[config.mk]
export PLATFORM = sky130hd
export DESIGN_NAME = serv_mtimer
export DESIGN_NICKNAME = d
export VERILOG_FILES = /design/src/rtl/serv_timer_pkg.sv /design/src/rtl/serv_mtimer_prescaler.sv /design/src/rtl/serv_mtimer.sv
export SDC_FILE = /design/constraint.sdc
export NUM_CORES = 1
export LEC_CHECK = 0
export CAP_MARGIN = 5
export CORE_MARGIN = 10
export CORE_UTILIZATION = 45
export CTS_CLUSTER_SIZE = 14
export DETAILED_ROUTE_END_ITERATION = 12
export PLACE_DENSITY = 0.72
export SLEW_MARGIN = 20
export SYNTH_ARGS = -nofsm -noshare
export SYNTH_HDL_FRONTEND = slang
export SYNTH_SLANG_ARGS = --single-unit
[constraint.sdc]
create_clock -name i_clk -period 4.3 [get_ports i_clk]
set_input_delay 1.075 -clock i_clk [delete_from_list [all_inputs] [get_ports i_clk]]
set_output_delay 1.075 -clock i_clk [all_outputs]
set_load 0.03 [all_outputs]
[src/rtl/serv_timer_pkg.sv]
// Shared constants and helpers for the serv machine timer.
// Word addresses of the four timer registers and the mtimecmp reset value.
package serv_timer_pkg;

    localparam logic [1:0] MTIME_LO    = 2'd0;
    localparam logic [1:0] MTIME_HI    = 2'd1;
    localparam logic [1:0] MTIMECMP_LO = 2'd2;
    localparam logic [1:0] MTIMECMP_HI = 2'd3;

    localparam logic [63:0] MTIMECMP_RST = 64'hFFFF_FFFF_FFFF_FFFF;

    // Replace only the byte lanes enabled in sel.
    function automatic logic [31:0] byte_merge(input logic [31:0] old_word,
                                               input logic [31:0] new_word,
                                               input logic [3:0]  sel);
        logic [31:0] merged;
        merged = old_word;
        for (int i = 0; i < 4; i++) begin
            if (sel[i]) merged[8*i +: 8] = new_word[8*i +: 8];
        end
        return merged;
    endfunction

endpackage

[src/rtl/serv_mtimer_prescaler.sv]
// Divides the core clock down to the mtime increment rate.
// Emits a tick when the count reaches PRESCALE-1, then wraps to 0.
module serv_mtimer_prescaler #(
    parameter int unsigned PRESCALE = 1
) (
    input  logic i_clk,
    input  logic i_rst,
    input  logic i_clear,
    input  logic i_halt,
    output logic o_tick
);

    localparam int unsigned CW = (PRESCALE > 1) ? $clog2(PRESCALE) : 1;
    localparam logic [CW-1:0] LAST = CW'(PRESCALE - 1);

    logic [CW-1:0] count_q;
    logic [CW-1:0] count_d;

    always_comb begin
        o_tick  = !i_halt && (count_q == LAST);
        count_d = count_q;
        if (i_clear) begin
            count_d = '0;
        end else if (o_tick) begin
            count_d = '0;
        end else if (!i_halt) begin
            count_d = count_q + CW'(1);
        end
    end

    // NOTE: sequential state uses non-blocking assignments so every flop samples pre-edge values.
    always_ff @(posedge i_clk) begin
        if (i_rst) begin
            count_q <= '0;
        end else begin
            count_q <= count_d;
        end
    end

endmodule

[src/rtl/serv_mtimer.sv]
// Machine timer: 64-bit mtime/mtimecmp on a 32-bit Wishbone slave,
// raising o_irq while mtime >= mtimecmp; counting freezes in debug halt.
module serv_mtimer
    import serv_timer_pkg::*;
#(
    parameter int unsigned PRESCALE       = 1,
    parameter              RESET_STRATEGY = "MINI"
) (
    input  logic        i_clk,
    input  logic        i_rst,
    input  logic        i_dbg_halt,
    input  logic [1:0]  i_wb_adr,
    input  logic [31:0] i_wb_dat,
    input  logic [3:0]  i_wb_sel,
    input  logic        i_wb_we,
    input  logic        i_wb_cyc,
    output logic [31:0] o_wb_rdt,
    output logic        o_wb_ack,
    output logic        o_irq
);

    logic        ack_q, ack_d;
    logic        irq_q, irq_d;
    logic [31:0] rdt_q, rdt_d;
    logic [63:0] mtime_q, mtime_d;
    logic [63:0] mtimecmp_q, mtimecmp_d;

    logic        access;
    logic        wr_en;
    logic        mtime_wr;
    logic        tick;
    logic [31:0] rd_word;

    serv_mtimer_prescaler #(
        .PRESCALE (PRESCALE)
    ) u_prescaler (
        .i_clk   (i_clk),
        .i_rst   (i_rst),
        .i_clear (mtime_wr),
        .i_halt  (i_dbg_halt),
        .o_tick  (tick)
    );

    // The reset term keeps the data registers untouched on a reset edge even when they have no reset.
    always_comb begin
        access   = i_wb_cyc && !ack_q && !i_rst;
        wr_en    = access && i_wb_we;
        mtime_wr = wr_en && !i_wb_adr[1];
        ack_d    = access;
        irq_d    = (mtime_q >= mtimecmp_q);

        unique case (i_wb_adr)
            MTIME_LO:    rd_word = mtime_q[31:0];
            MTIME_HI:    rd_word = mtime_q[63:32];
            MTIMECMP_LO: rd_word = mtimecmp_q[31:0];
            default:     rd_word = mtimecmp_q[63:32];
        endcase
        rdt_d = (access && !i_wb_we) ? rd_word : rdt_q;

        mtime_d    = mtime_q;
        mtimecmp_d = mtimecmp_q;
        if (mtime_wr) begin
            if (i_wb_adr == MTIME_LO) begin
                mtime_d[31:0] = byte_merge(mtime_q[31:0], i_wb_dat, i_wb_sel);
            end else begin
                mtime_d[63:32] = byte_merge(mtime_q[63:32], i_wb_dat, i_wb_sel);
            end
        end else if (tick) begin
            mtime_d = mtime_q + 64'd1;
        end
        if (wr_en && (i_wb_adr == MTIMECMP_LO)) begin
            mtimecmp_d[31:0] = byte_merge(mtimecmp_q[31:0], i_wb_dat, i_wb_sel);
        end else if (wr_en && (i_wb_adr == MTIMECMP_HI)) begin
            mtimecmp_d[63:32] = byte_merge(mtimecmp_q[63:32], i_wb_dat, i_wb_sel);
        end
    end

    always_ff @(posedge i_clk) begin
        if (i_rst) begin
            ack_q <= 1'b0;
            irq_q <= 1'b0;
            rdt_q <= '0;
        end else begin
            ack_q <= ack_d;
            irq_q <= irq_d;
            rdt_q <= rdt_d;
        end
    end

    generate
        if (RESET_STRATEGY == "ALL") begin : g_rst_all
            always_ff @(posedge i_clk) begin
                if (i_rst) begin
                    mtime_q    <= '0;
                    mtimecmp_q <= MTIMECMP_RST;
                end else begin
                    mtime_q    <= mtime_d;
                    mtimecmp_q <= mtimecmp_d;
                end
            end
        end else begin : g_rst_mini
            // NOTE: the wide data registers are deliberately left without reset; software writes them before use.
            always_ff @(posedge i_clk) begin
                mtime_q    <= mtime_d;
                mtimecmp_q <= mtimecmp_d;
            end
        end
    endgenerate

    assign o_wb_ack = ack_q;
    assign o_wb_rdt = rdt_q;
    assign o_irq    = irq_q;

endmodule

==> impl_metrics.tcl <==
set metrics [dict create \
    fillCellCount 1743 \
    cts_tree "done" \
    cts_root_buffer "clkbuf_16" \
    setup_violations 0 \
    port_buffers 76 \
    rows 52 \
    grt_first_pass_wirelength_mm 38.3 \
    setup_tns_ps 0 \
    syn-num-nets 976 \
    synth-main-ff-cell "edfxtp_1" \
    core_area_sq_um 20400 \
    rsz0062_at_grt "no" \
    syn_to_final_growth_pct 17.4 \
    seqCellArea_sq_um 4540 \
    final_cell_mix "128 x edfxtp_1, 114 x a21oi_1, 103 x nand2_1" \
    die_y_microns 164 \
    mostFrequentLayoutCell "edfxtp_1" \
    power_w 0.00374 \
    antenna_found_initial 0 \
    vias 6972 \
    tightestPinTransition_ps 760 \
    worstSetupPathType "in2reg" \
    multi_input_area_sq_um 4390 \
    dr.first_iter.drc_count 650 \
    dr.pass1.iters 5 \
    fin_skew_ps 10.8 \
    clk_path_buf_depth 2 \
    vias_per_cell 5.67 \
    p_leak_nw 4.12 \
    drc_errors 0 \
    status "finished, final reports clean" \
    finalNonFillerCells 1230 \
    maxCapViolations 0 \
    critPathCaptureType "flip-flop" \
    worstHoldPathType "reg2reg" \
    ant_nets 0 \
    clkTransAtPathRegs_ps 60 \
    syn-instance-count 868 \
    fin_util_pct 54.1 \
    synth_area_per_cell_sq_um 10.8 \
    post_drt_wl_per_cell_microns 19.6 \
    ys_seq_elements 163 \
    cts_sinks 163 \
    htreeDepth 4 \
    gp_congestion 0.860 \
    start_util_pct 46.1 \
    crit_path_max_fanout 8 \
    ys_types 50 \
    grt-ovfl-total 0 \
    max-vdd-ir-drop_mv 0.287 \
    insertion_delay_ps 440 \
    cp-start-kind "input port" \
    cp_data_arrival_time_ps 3060 \
    grt_pass1_vias 7013 \
    synth_area_sq_um 9390 \
    io_pins 77 \
    globalRouteTotalUtil_pct 18.3 \
    drv_slew 0 \
    synth_area_leaders "edfxtp_1 41%, ha_1 8.7%, mux4_2 7.7%, dfxtp_1 7.5%, a21oi_1 6.1%" \
    worst_ep_required_time_ps 4390 \
    powerDensity_nw_per_um2 339 \
    hpwl_mm 17.9 \
    post_cts_resized 0 \
    drive_gt1_share_pct 11.7 \
    numCtsBuffers 17 \
    netlist.area_leader.share_pct 40.9 \
    cts_setup_buffers 0 \
    die-area_sq_um 27000 \
    maxSlewHeadroom_pct 49.3 \
    ys_seq_area_share_pct 48.4 \
    finalCritPeriodShare_pct 69.2 \
    finalHoldViolCount 0 \
    final_nets 1055 \
    ys.warnings.count 0 \
    synth_top_area_cell "edfxtp_1" \
    placed_cells 1198 \
    fmax_mhz 336 \
    synth_edf_count 128 \
    hold_buffers 0 \
    die_w_microns 164 \
    async_flop_share_pct 0 \
    num_antenna_cells 0 \
    wirelength_mm 24.1 \
    grt_max_degree 55 \
    final.min_clock_period_ps 2970 \
]
## where the power goes
| group | internal (W) | total, W | switching, W |
|---|---|---|---|
| combinational | 0.000220 | 0.000458 | 0.000238 |
| clock | 0.000794 | 0.00140 | 0.000606 |
| sequential | 0.00178 | 0.00188 | 0.0000920 |
| total | 0.00280 | 0.00374 | 0.000936 |
## final timing paths
path / startpoint / cells past startpoint / slack [ps] / endpoint
worst max-delay path: i_wb_cyc / 6 / 1330 / mtime_q[30]$_DFFE_PP_
worst min-delay path: u_prescaler.count_q$_SDFFE_PP0N_ / 2 / 440 / u_prescaler.count_q$_SDFFE_PP0N_
worst max register to register: mtime_q[28]$_DFFE_PP_ / 6 / 1520 / mtime_q[63]$_DFFE_PP_
worst min register to register: u_prescaler.count_q$_SDFFE_PP0N_ / 2 / 440 / u_prescaler.count_q$_SDFFE_PP0N_
## final cells by class
type | instances | share of cell area [%]
well taps | 270 | 3.06
multi-input cells | 590 | 39.8
flip-flops and latches | 163 | 41.2
clock buffers | 23 | 4.43
inverters | 79 | 2.69
repair buffers | 96 | 8.29
clock inverters | 9 | 0.488
## flip-flops by register name (all words and copies together), names as in the netlist
name,flops
mtime_q,64
mtimecmp_q,64
o_irq,1
o_wb_ack,1
o_wb_rdt,32
u_prescaler.count_q,1
## worst max-delay path: stages
cell and delay, ps:
clkdlybuf4s50_1 520, nor3b_2 340, nand2_1 110, or2_2 320, nor2_1 290, a21o_1 410
## routing by layer
metal | up-vias | GRT usage [%] | share of wire, %
li1 | 3297 | - | -
met5 | - | 0 | 0
met1 | 3347 | 23.0 | 41
met3 | 41 | 4.38 | 9.0
met2 | 287 | 30.0 | 48
met4 | 0 | 6.80 | 2.6
## cell usage after synthesis, drive strengths merged (21+ instances only)
cell	number
a21oi	114
nand2	103
dfxtp	35
clkbuf	25
inv	79
edfxtp	128
nor2	56
nand3	22
xnor2	45
nor3	21
ha	65
mux4	32
## metrics by stage
| stage | hold WS (ps) | worst slack [ps] | cell area (sq um) |
|---|---|---|---|
| global route | 462 | 1260 | 11000 |
| finish | 441 | 1330 | 11000 |
| global placement | 423 | 1020 | 10500 |
| detailed placement | 433 | 939 | 10500 |
| floorplan | 415 | 1190 | 9390 |
| CTS | 443 | 1380 | 11000 |
## cell families (layout without fill, tap and decap cells)
group	after synthesis	after routing	share of synthesized area (%)
simple gates	275	275	15.4
buf+inv	115	207	4.89
fa+ha+maj	65	65	8.66
mux	32	32	7.67
compound gates	158	158	9.41
flops	163	163	48.4
xor+xnor	60	60	5.60
No activity file was read; power rests on OpenSTA's default activity.
